### config.mk
export PLATFORM = sky130hd
export DESIGN_NAME = systolic_seq_ctrl_flat
export DESIGN_NICKNAME = d
export VERILOG_FILES = /design/src/rtl/systolic_seq_ctrl_pkg.sv /design/src/rtl/systolic_seq_ctrl_if.sv /design/src/rtl/systolic_operand_store.sv /design/src/rtl/systolic_seq_ctrl.sv /design/src/flat_wrapper.sv
export SDC_FILE = /design/constraint.sdc
export NUM_CORES = 1
export LEC_CHECK = 0
export BUFFER_PORTS_ARGS = -buffer_cell sky130_fd_sc_hd__buf_4
export CAP_MARGIN = 20
export CORE_MARGIN = 4
export CORE_UTILIZATION = 65
export CTS_CLUSTER_SIZE = 24
export DETAILED_ROUTE_END_ITERATION = 7
export PLACE_DENSITY = 0.85
export SYNTH_ARGS = -nofsm -noshare
export SYNTH_HDL_FRONTEND = slang
export SYNTH_SLANG_ARGS = --single-unit
### constraint.sdc
create_clock -name clk -period 6.7 [get_ports clk]
set_input_delay 1.005 -clock clk [delete_from_list [all_inputs] [get_ports clk]]
set_output_delay 1.005 -clock clk [all_outputs]
set_load 0.02 [all_outputs]
### src/rtl/systolic_seq_ctrl_pkg.sv
// Shared types and sizing helpers for the systolic array sequencer.
// Imported by the interface, the operand store and the top.
package systolic_seq_ctrl_pkg;

    typedef enum logic [1:0] {
        S_IDLE,
        S_CLEAR,
        S_FEED,
        S_DONE
    } state_t;

    localparam logic SEL_A = 1'b0;
    localparam logic SEL_B = 1'b1;

    function automatic int feed_len(input int n);
        return 3 * n - 2;
    endfunction

    function automatic int idx_w(input int n);
        return (n > 1) ? $clog2(n) : 1;
    endfunction

    function automatic int cnt_w(input int n);
        return (feed_len(n) > 1) ? $clog2(feed_len(n)) : 1;
    endfunction

    localparam int N_DEF    = 4;
    localparam int DW_DEF   = 32;
    localparam int FEED_LEN = feed_len(N_DEF);
    localparam int IDX_W    = idx_w(N_DEF);
    localparam int CNT_W    = cnt_w(N_DEF);

endpackage

### src/rtl/systolic_seq_ctrl_if.sv
// Host-side load/start port and array-side operand buses
// of the systolic sequencer, bundled with master/slave views.
interface systolic_seq_ctrl_if #(
    parameter int DW = 32,
    parameter int N  = 4
);
    import systolic_seq_ctrl_pkg::*;

    localparam int IW = idx_w(N);

    logic              wr_en;
    logic              wr_sel;
    logic [2*IW-1:0]   wr_addr;
    logic [DW-1:0]     wr_data;
    logic              start;
    logic              accumulate;
    logic              busy;
    logic              done;
    logic              wr_err;
    logic              array_clr;
    logic [N*DW-1:0]   west;
    logic [N*DW-1:0]   north;

    modport master (
        output wr_en, wr_sel, wr_addr, wr_data,
        output start, accumulate,
        input  busy, done, wr_err, array_clr,
        input  west, north
    );

    modport slave (
        input  wr_en, wr_sel, wr_addr, wr_data,
        input  start, accumulate,
        output busy, done, wr_err, array_clr,
        output west, north
    );

endinterface

### src/rtl/systolic_operand_store.sv
// NxN operand register file: one write port, N skew-indexed read
// ports. A same-cycle write is forwarded to matching read ports.
module systolic_operand_store
    import systolic_seq_ctrl_pkg::*;
#(
    parameter  int DW = 32,
    parameter  int N  = 4,
    localparam int IW = idx_w(N)
) (
    input  logic            clk,
    input  logic            we,
    input  logic [IW-1:0]   wr_row,
    input  logic [IW-1:0]   wr_col,
    input  logic [DW-1:0]   wr_data,
    input  logic [N*IW-1:0] rd_row,
    input  logic [N*IW-1:0] rd_col,
    output logic [N*DW-1:0] rd_data
);

    logic [DW-1:0] mem [N][N];

    // Operand write; contents survive reset by design.
    always_ff @(posedge clk) begin
        if (we) begin
            mem[wr_row][wr_col] <= wr_data;
        end
    end

    // Read ports with write-through so a load issued alongside
    // start is seen by the very first wavefront.
    always_comb begin
        rd_data = '0;
        for (int p = 0; p < N; p++) begin
            if (we &&
                rd_row[p*IW +: IW] == wr_row &&
                rd_col[p*IW +: IW] == wr_col) begin
                rd_data[p*DW +: DW] = wr_data;
            end else begin
                rd_data[p*DW +: DW] =
                    mem[rd_row[p*IW +: IW]][rd_col[p*IW +: IW]];
            end
        end
    end

endmodule

### src/rtl/systolic_seq_ctrl.sv
// Sequencer for the NxN output-stationary systolic array: holds
// A and B, clears the array and drives skewed operand wavefronts.
module systolic_seq_ctrl
    import systolic_seq_ctrl_pkg::*;
#(
    parameter int DW = 32,
    parameter int N  = 4
) (
    input  logic clk,
    input  logic rst,
    systolic_seq_ctrl_if.slave bus
);

    localparam int IW   = idx_w(N);
    localparam int CW   = cnt_w(N);
    localparam int LAST = feed_len(N) - 1;

    state_t          state;
    state_t          state_nxt;
    logic [CW-1:0]   t;
    logic [CW-1:0]   t_nxt;
    logic            idle;
    logic            a_we;
    logic            b_we;
    logic [IW-1:0]   wr_row;
    logic [IW-1:0]   wr_col;
    logic [N*IW-1:0] a_row;
    logic [N*IW-1:0] a_col;
    logic [N*IW-1:0] b_row;
    logic [N*IW-1:0] b_col;
    logic [N-1:0]    a_ok;
    logic [N-1:0]    b_ok;
    logic [N*DW-1:0] a_rd;
    logic [N*DW-1:0] b_rd;
    logic [N*DW-1:0] west_nxt;
    logic [N*DW-1:0] north_nxt;
    logic [N*DW-1:0] west_q;
    logic [N*DW-1:0] north_q;
    logic            clr_q;
    logic            err_q;

    assign idle   = (state == S_IDLE);
    assign wr_row = bus.wr_addr[2*IW-1:IW];
    assign wr_col = bus.wr_addr[IW-1:0];
    assign a_we   = bus.wr_en && idle && (bus.wr_sel == SEL_A);
    assign b_we   = bus.wr_en && idle && (bus.wr_sel == SEL_B);

    systolic_operand_store #(.DW(DW), .N(N)) u_store_a (
        .clk     (clk),
        .we      (a_we),
        .wr_row  (wr_row),
        .wr_col  (wr_col),
        .wr_data (bus.wr_data),
        .rd_row  (a_row),
        .rd_col  (a_col),
        .rd_data (a_rd)
    );

    systolic_operand_store #(.DW(DW), .N(N)) u_store_b (
        .clk     (clk),
        .we      (b_we),
        .wr_row  (wr_row),
        .wr_col  (wr_col),
        .wr_data (bus.wr_data),
        .rd_row  (b_row),
        .rd_col  (b_col),
        .rd_data (b_rd)
    );

    // Next state and feed counter.
    always_comb begin
        state_nxt = state;
        t_nxt     = '0;
        unique case (state)
            S_IDLE: begin
                if (bus.start) begin
                    state_nxt = bus.accumulate ? S_FEED : S_CLEAR;
                end
            end
            S_CLEAR: state_nxt = S_FEED;
            S_FEED: begin
                if (t == CW'(LAST)) begin
                    state_nxt = S_DONE;
                end else begin
                    t_nxt = t + CW'(1);
                end
            end
            S_DONE:  state_nxt = S_IDLE;
            default: state_nxt = S_IDLE;
        endcase
    end

    // Skewed element selection for the cycle being entered; the
    // difference is signed so negative offsets never alias.
    always_comb begin
        int d;
        a_row     = '0;
        a_col     = '0;
        b_row     = '0;
        b_col     = '0;
        a_ok      = '0;
        b_ok      = '0;
        west_nxt  = '0;
        north_nxt = '0;
        for (int k = 0; k < N; k++) begin
            d = int'(t_nxt) - k;
            a_ok[k] = (d >= 0) && (d < N);
            b_ok[k] = a_ok[k];
            a_row[k*IW +: IW] = IW'(k);
            a_col[k*IW +: IW] = d[IW-1:0];
            b_row[k*IW +: IW] = d[IW-1:0];
            b_col[k*IW +: IW] = IW'(k);
            if (state_nxt == S_FEED && a_ok[k]) begin
                west_nxt[k*DW +: DW] = a_rd[k*DW +: DW];
            end
            if (state_nxt == S_FEED && b_ok[k]) begin
                north_nxt[k*DW +: DW] = b_rd[k*DW +: DW];
            end
        end
    end

    // State register and feed counter.
    always_ff @(posedge clk or negedge rst) begin
        if (!rst) begin
            state <= S_IDLE;
            t     <= '0;
        end else begin
            state <= state_nxt;
            t     <= t_nxt;
        end
    end

    // Registered array-facing outputs; array held clear in reset.
    always_ff @(posedge clk or negedge rst) begin
        if (!rst) begin
            west_q  <= '0;
            north_q <= '0;
            clr_q   <= 1'b1;
            err_q   <= 1'b0;
        end else begin
            west_q  <= west_nxt;
            north_q <= north_nxt;
            clr_q   <= (state_nxt == S_CLEAR);
            err_q   <= bus.wr_en && !idle;
        end
    end

    assign bus.busy      = !idle;
    assign bus.done      = (state == S_DONE);
    assign bus.wr_err    = err_q;
    assign bus.array_clr = clr_q;
    assign bus.west      = west_q;
    assign bus.north     = north_q;

endmodule
### src/flat_wrapper.sv
// flat-port wrapper written by rule: the top's interface ports become plain ports
module systolic_seq_ctrl_flat import systolic_seq_ctrl_pkg::*;
#(
    parameter int DW = 32,
    parameter int N  = 4
)
  (clk, rst, bus_wr_en, bus_wr_sel, bus_wr_addr, bus_wr_data, bus_start, bus_accumulate, bus_busy, bus_done, bus_wr_err, bus_array_clr, bus_west, bus_north);
  systolic_seq_ctrl_if #(.DW(DW), .N(N)) bus_i ();
  input  logic clk;
  input  logic rst;
  input wire logic [$bits(bus_i.wr_en)-1:0] bus_wr_en;
  input wire logic [$bits(bus_i.wr_sel)-1:0] bus_wr_sel;
  input wire logic [$bits(bus_i.wr_addr)-1:0] bus_wr_addr;
  input wire logic [$bits(bus_i.wr_data)-1:0] bus_wr_data;
  input wire logic [$bits(bus_i.start)-1:0] bus_start;
  input wire logic [$bits(bus_i.accumulate)-1:0] bus_accumulate;
  output wire logic [$bits(bus_i.busy)-1:0] bus_busy;
  output wire logic [$bits(bus_i.done)-1:0] bus_done;
  output wire logic [$bits(bus_i.wr_err)-1:0] bus_wr_err;
  output wire logic [$bits(bus_i.array_clr)-1:0] bus_array_clr;
  output wire logic [$bits(bus_i.west)-1:0] bus_west;
  output wire logic [$bits(bus_i.north)-1:0] bus_north;
  assign bus_i.wr_en = bus_wr_en;
  assign bus_i.wr_sel = bus_wr_sel;
  assign bus_i.wr_addr = bus_wr_addr;
  assign bus_i.wr_data = bus_wr_data;
  assign bus_i.start = bus_start;
  assign bus_i.accumulate = bus_accumulate;
  assign bus_busy = bus_i.busy;
  assign bus_done = bus_i.done;
  assign bus_wr_err = bus_i.wr_err;
  assign bus_array_clr = bus_i.array_clr;
  assign bus_west = bus_i.west;
  assign bus_north = bus_i.north;
  systolic_seq_ctrl #(.DW(DW), .N(N)) u_core (.clk(clk), .rst(rst), .bus(bus_i));
endmodule
==> flow_metrics.env, run 1 <==
export IMPL_status="complete, no violations"
export IMPL_dr_pass1_iters=6
export IMPL_required_ps=7220
export IMPL_die_area_mm2=0.0793
export IMPL_cp_start_kind="flip-flop"
export IMPL_initial_utilization=0.655
export IMPL_fp_coreArea_mm2=0.0743
export IMPL_dp_slack_ps=1960
export IMPL_r2r_slack_ps=1820
export IMPL_report_final_setup_viol=0
export IMPL_ctsLongestPathBuffers=3
export IMPL_synthFlopType="edfxtp_1"
export IMPL_cpMaxStageDelayCell="dfrtp_4"
export IMPL_finalHoldViolCount=0
export IMPL_grt_pass1_wl_um=183000
export IMPL_syn_to_final_growth_pct=15.2
export IMPL_routedWlPerCell_um=30.7
export IMPL_fmax_ghz=0.205
export IMPL_cts_root_buf="clkbuf_16"
export IMPL_ys_seq_area_frac=0.768
export IMPL_drive_gt1_frac=0.246
export IMPL_finalMaxSlewViolations=0
export IMPL_arrival_ps=5400
export IMPL_cp_startpoint="u_core.t[0]"
export IMPL_wl_met1_um=44000
export IMPL_final_seq_area_mm2=0.0374
export IMPL_worstMarginPinSlew_ps=1110
export IMPL_place_congestion=0.846
export IMPL_die_h_um=282
export IMPL_mappedNetlistArea_mm2=0.0487
export IMPL_syn_nets=2797
export IMPL_synth_warnings=0
export IMPL_wl_met3_um=14100
export IMPL_grt_pass1_vias=28300
export IMPL_cts_resized=0
export IMPL_rsz0062_at_grt="false"
export IMPL_finalWorstSetupSlack_ps=1820
export IMPL_cpLargestDelayFamily="simple AND/OR/NAND/NOR gates"
export IMPL_ys_async_sr_fraction=0.205
export IMPL_die_width_um=282
export IMPL_pin_count=302
export IMPL_initialDrtViolationCount=4247
export IMPL_vias_per_cell=6.82
export IMPL_nFillCells=3827
export IMPL_hp_class="primary input to asynchronous set/reset pin"
export IMPL_end_kind="flip-flop"
export IMPL_synth_edf_count=1024
export IMPL_path_clk_slew_ps=70
export IMPL_placementRows=100
export IMPL_grt_max_degree=139
export IMPL_synth_seq_cells=1288
export IMPL_antenna_found_initial=7
export IMPL_max_stage_delay_ps=950
export IMPL_tns_ps=0
export IMPL_fin_crit_ps=4880
export IMPL_cp_max_fo=59
export IMPL_dp_hpwl_um=62900
export IMPL_multi_input_comb_area_mm2=0.0104
export IMPL_r2r_start="u_core.t[0]"
export IMPL_synthCells=2744
export IMPL_clock_latency_ps=700
export IMPL_peakVddDrop_uv=541
export IMPL_dr_total_vias=28100
export IMPL_drv_cap=0
export IMPL_p_per_area_mw_per_mm2=427
export IMPL_ctsHoldBuffers=0
export IMPL_wl_met2_um=61800
export IMPL_ant_nets=0
export IMPL_portBuffers=301
export IMPL_cts_setup_buffers=0
export IMPL_final_period_utilization=0.728
export IMPL_postSynthAreaPerCell_um2=17.7
export IMPL_routed_wl_um=126000
export IMPL_crit_path_cell_trace="ha_1, nand3b_2, nand2_1, ha_4, xnor2_1, nor3_1, nand2_1, buf_8, o21ai_0, nor3_1"
export IMPL_cts_tree="done"
export IMPL_crit_buf_inv=1
export IMPL_cts_max_level=3
export IMPL_numCtsBuffers=117
export IMPL_clock_skew_ps=17.6
export IMPL_crit_type="flip-flop to flip-flop"
export IMPL_stdcell_area_mm2=0.0560
export IMPL_drc_errors=0
export IMPL_track_usage=0.316
export IMPL_final_nets=3094
export IMPL_top_layer_used="met5"
export IMPL_timing_slew_headroom=0.255
export IMPL_yosysUniqueCellTypes=55
export IMPL_p_leak_nw=20.9
export IMPL_placed_area_mm2=0.0519
export IMPL_clock_sinks=1288
export IMPL_gr_total_overflow=0
## worst reg2reg max path, delay by kind of cell, from the launching register on
kind | cells | cell delay, ps
AOI/OAI and AO/OA | 1 | 240
xor gates and xnor gates | 1 | 220
adders and majority gates | 2 | 1230
buffers and inverters | 1 | 370
DFF | 1 | 950
and+or+nand+nor | 5 | 1700
## state kept, by name, indices dropped and copies added (netlist names)
register              cells
u_core.u_store_b.mem    512
u_core.u_store_a.mem    512
u_core.state              2
u_core.bus.array_clr      1
u_core.bus.wr_err         1
u_core.t                  4
u_core.bus.west         128
u_core.bus.north        128
## final timing paths
| kind | cells past startpoint | endpoint |
|---|---|---|
| max | 10 | u_core.bus.west[122] |
| min | 1 | u_core.bus.west[13] |
| max reg2reg | 10 | u_core.bus.west[122] |
| min reg2reg | 2 | u_core.bus.west[14] |
| max in group asynchronous | 2 | u_core.t[0] |
| min in group clk | 2 | u_core.bus.west[14] |
## placed cells by master, fill, tap and decap left out, types with 33 or more instances in the layout
cell,instances
a21oi_1,37
mux2i_1,224
nand2_1,49
nor2_1,293
a222oi_1,33
inv_1,74
nor3_1,69
a211oi_1,34
clkbuf_16,128
o21ai_0,65
clkinv_2,34
a221oi_1,63
dfrtp_1,262
mux4_2,128
buf_4,344
edfxtp_1,1024
## cells in the mapped netlist, drive strengths merged (2+ instances only)
| library cell | number | share of area |
|---|---|---|
| nor3 | 78 | 0.0080 |
| or2 | 5 | 0.00064 |
| and3 | 4 | 0.00051 |
| or3b | 5 | 0.00090 |
| nor2b | 3 | 0.00039 |
| o21ai | 65 | 0.0067 |
| edfxtp | 1024 | 0.63 |
| o211ai | 33 | 0.0052 |
| mux2i | 224 | 0.046 |
| and2 | 3 | 0.00039 |
| a2bb2oi | 32 | 0.0058 |
| a21oi | 37 | 0.0038 |
| clkbuf | 89 | 0.0069 |
| and3b | 3 | 0.00054 |
| a222oi | 33 | 0.0068 |
| nand4b | 4 | 0.00072 |
| o2111ai | 4 | 0.0011 |
| a211oi | 65 | 0.013 |
| a211o | 2 | 0.00036 |
| a21bo | 2 | 0.00041 |
| nand2 | 49 | 0.0038 |
| dfrtp | 263 | 0.14 |
| or3 | 4 | 0.00051 |
| a221oi | 63 | 0.011 |
| xnor2 | 2 | 0.00036 |
| nor2 | 318 | 0.025 |
| mux2 | 2 | 0.00046 |
| buf | 84 | 0.010 |
| nand2b | 9 | 0.0012 |
| ha | 11 | 0.0028 |
| nand3 | 4 | 0.00041 |
| inv | 76 | 0.0059 |
| nand3b | 4 | 0.00069 |
| mux4 | 128 | 0.059 |
## routing by layer
| layer | up-vias | GRT usage |
|---|---|---|
| li1 | 11200 | - |
| met1 | 14200 | 0.429 |
| met2 | 2297 | 0.507 |
| met3 | 357 | 0.0623 |
| met4 | 6 | 0.150 |
| met5 | - | 0 |
## cells by family (layout without fill, tap and decap cells)
| group | after synthesis | count (layout) | share of synthesized area |
|---|---|---|---|
| AND/OR/NAND/NOR | 498 | 498 | 0.0440 |
| flip-flops | 1288 | 1288 | 0.768 |
| buffers and inverters | 249 | 650 | 0.0231 |
| adder cells (fa/ha/maj) | 11 | 11 | 0.00283 |
| AO/OA/AOI/OAI | 342 | 342 | 0.0560 |
| multiplexers | 354 | 354 | 0.106 |
| XOR/XNOR | 2 | 2 | 0.000360 |
| other | 0 | 3 | 0 |
## cell type report
class | count | share of cell area
Antenna cell | 3 | 0.000134
Clock buffer | 158 | 0.0617
Clock inverter | 65 | 0.00998
Inverter | 76 | 0.00522
Multi-Input combinational cell | 1207 | 0.186
Sequential cell | 1288 | 0.667
Tap cell | 969 | 0.0216
Timing Repair Buffer | 351 | 0.0487
## per-stage QoR
step	power (mW)	hold WS [ps]	cells	util
2_1_floorplan	14.6	554	2744	-
3_3_place_gp	16.8	586	3886	0.698
3_5_place_dp	17.0	580	3886	0.698
4_1_cts	23.9	251	4109	0.753
5_1_grt	24.8	272	4115	0.754
6_report	23.9	236	4117	0.754
## where the power goes
group	switching (mW)	internal, mW
combinational	4.72	2.96
sequential	0.284	9.15
clock	2.95	3.87
No activity file was read; power rests on OpenSTA's default activity.
==> run 2: changes to the inputs <==
--- a/config.mk
+++ b/config.mk
@@ -8,10 +8,10 @@
 export BUFFER_PORTS_ARGS = -buffer_cell sky130_fd_sc_hd__buf_4
 export CAP_MARGIN = 20
 export CORE_MARGIN = 4
-export CORE_UTILIZATION = 65
+export CORE_UTILIZATION = 54
 export CTS_CLUSTER_SIZE = 24
 export DETAILED_ROUTE_END_ITERATION = 7
-export PLACE_DENSITY = 0.85
+export PLACE_DENSITY = 0.75
 export SYNTH_ARGS = -nofsm -noshare
 export SYNTH_HDL_FRONTEND = slang
 export SYNTH_SLANG_ARGS = --single-unit
==> constraint.sdc (replaced) <==
create_clock -name clk -period 4.3 [get_ports clk]
set_input_delay 0.645 -clock clk [delete_from_list [all_inputs] [get_ports clk]]
set_output_delay 0.645 -clock clk [all_outputs]
set_load 0.02 [all_outputs]
==> flow_metrics.env, run 2 (same netlist as run 1, synthesis figures left out) <==
export IMPL_routedWlPerCell_um=27.8
export IMPL_p_int_mw=24.9
export IMPL_ant_nets=0
export IMPL_path_clk_slew_ps=60
export IMPL_syn_to_final_growth_pct=16.0
export IMPL_numCtsBuffers=119
export IMPL_cts_max_level=3
export IMPL_fmax_ghz=0.265
export IMPL_nFillCells=6117
export IMPL_die_area_mm2=0.0950
export IMPL_crit_buf_inv=2
export IMPL_crit_path_cell_trace="inv_1, ha_1, and2b_1, nand2_1, ha_4, buf_4, mux4_2, nor2_1, nor3_1"
export IMPL_hold_ws_ps=257
export IMPL_cp_max_fo=71
export IMPL_fp_coreArea_mm2=0.0889
export IMPL_grt_pass1_wl_um=177000
export IMPL_combPwrFrac=0.322
export IMPL_clock_skew_ps=27.2
export IMPL_grt_pass1_vias=27100
export IMPL_seq_power_share=0.398
export IMPL_clkPwrFrac=0.279
export IMPL_cts_root_buf="clkbuf_16"
export IMPL_dp_hpwl_um=65600
export IMPL_cts_tree="done"
export IMPL_final_nets=3118
export IMPL_cts_resized=0
export IMPL_clock_sinks=1288
export IMPL_drc_errors=0
export IMPL_finalMaxSlewViolations=0
export IMPL_end_kind="flip-flop"
export IMPL_max_stage_delay_ps=790
export IMPL_place_congestion=0.818
export IMPL_clock_latency_ps=690
export IMPL_required_ps=4840
export IMPL_portBuffers=301
export IMPL_grt_max_degree=129
export IMPL_instances_no_fill=4340
export IMPL_routed_wl_um=120000
export IMPL_drive_gt1_frac=0.243
export IMPL_timing_slew_headroom=0.228
export IMPL_report_final_setup_viol=0
export IMPL_top_regs="u_core.u_store_a.mem: 512 flops, u_core.u_store_b.mem: 512 flops"
export IMPL_die_width_um=308
export IMPL_stdcell_area_mm2=0.0564
export IMPL_dr_total_vias=26700
export IMPL_swShare=0.325
export IMPL_worstMarginPinSlew_ps=1160
export IMPL_drv_cap=0
export IMPL_ctsLongestPathBuffers=3
export IMPL_dp_cells=4105
export IMPL_cpLargestDelayFamily="adder cells"
export IMPL_cpMaxStageDelayCell="buf_4"
export IMPL_finalHoldViolCount=0
export IMPL_crit_type="flip-flop to flip-flop"
export IMPL_arrival_ps=4320
export IMPL_netSwitchingPower_mw=12.0
export IMPL_dr_pass1_iters=6
export IMPL_track_usage=0.253
export IMPL_p_per_area_mw_per_mm2=654
export IMPL_pin_count=302
export IMPL_vias_per_cell=6.15
export IMPL_power_mw=36.9
export IMPL_layout_commonest_cell="edfxtp_1"
export IMPL_initialDrtViolationCount=2859
export IMPL_placementRows=109
export IMPL_multi_input_comb_area_mm2=0.0104
export IMPL_cp_start_kind="flip-flop"
export IMPL_hp_class="primary input to flip-flop"
export IMPL_gr_total_overflow=0
export IMPL_peakVddDrop_uv=880
export IMPL_status="complete, no violations"
export IMPL_layout_common_cells="edfxtp_1, buf_4, nor2_1, dfrtp_1, mux2i_1"
export IMPL_tns_ps=0
export IMPL_die_h_um=308
export IMPL_initial_utilization=0.547
export IMPL_placed_area_mm2=0.0525
export IMPL_final_seq_area_mm2=0.0374
export IMPL_rsz0062_at_grt="false"
export IMPL_fin_crit_ps=3780
export IMPL_antenna_found_initial=7
export IMPL_final_period_utilization=0.879
export IMPL_p_leak_nw=21.0
[run 2: cell types whose count changed in the layout (fill, tap and decap cells not counted), moves of 2 or more]
cell,before,now
clkbuf_1,15,26
clkinv_1,8,24
clkbuf_16,128,119
clkinv_2,34,25
buf_12,3,16
clkinv_8,4,1
buf_16,2,0
bufinv_16,6,9
clkinv_4,3,0
buf_4,344,355
[run 2: final cells by class]
type / count / share of cell area
inverters: 76 / 0.00519
well taps: 1165 / 0.0258
diodes: 4 / 0.000177
multi-input cells: 1207 / 0.185
clock buffers: 158 / 0.0577
clock inverters: 69 / 0.0109
repair buffers: 373 / 0.0533
flip-flops and latches: 1288 / 0.662
[run 2: layer usage]
| layer | routed length [um] | global-route usage | up-vias |
|---|---|---|---|
| li1 | - | - | 11300 |
| met1 | 47400 | 0.358 | 13900 |
| met2 | 58400 | 0.402 | 1350 |
| met3 | 10900 | 0.0477 | 181 |
| met4 | 3700 | 0.0871 | 8 |
| met5 | 50 | 0 | - |
[run 2: metrics by stage]
step                      setup slack, ps  utilization
after floorplan                       308            -
after global placement                757        0.590
after detailed placement              570        0.590
after CTS                             563        0.634
after global routing                  325        0.634
final                                 521        0.635
[run 2: worst paths after layout]
path / startpoint / endpoint / slack [ps] / depth (start not counted)
worst max-delay path: u_core.state[0] / u_core.bus.north[109] / 520 / 9
worst min-delay path: bus_wr_en / u_core.bus.wr_err / 260 / 2
worst max register to register: u_core.state[0] / u_core.bus.north[109] / 520 / 9
worst min register to register: u_core.u_store_a.mem[0][102] / u_core.bus.west[6] / 590 / 2
max in group asynchronous: rst / u_core.bus.north[62] / 2650 / 3
min in group asynchronous: rst / u_core.bus.west[10] / 570 / 2
[run 2: power by group through the flow]
stage	sequential, mW	combinational [mW]	clock [mW]
finish	14.7	11.9	10.3
global route	14.7	12.7	11.0
CTS	14.7	12.0	10.5
detailed placement	14.9	11.9	0
global placement	14.9	11.6	0
floorplan	15.5	7.27	0
[run 2: repair_timing]
action,in CTS,in global routing
buffers inserted,0,0
hold buffers,1,0
endpoints found under the hold margin,68,0
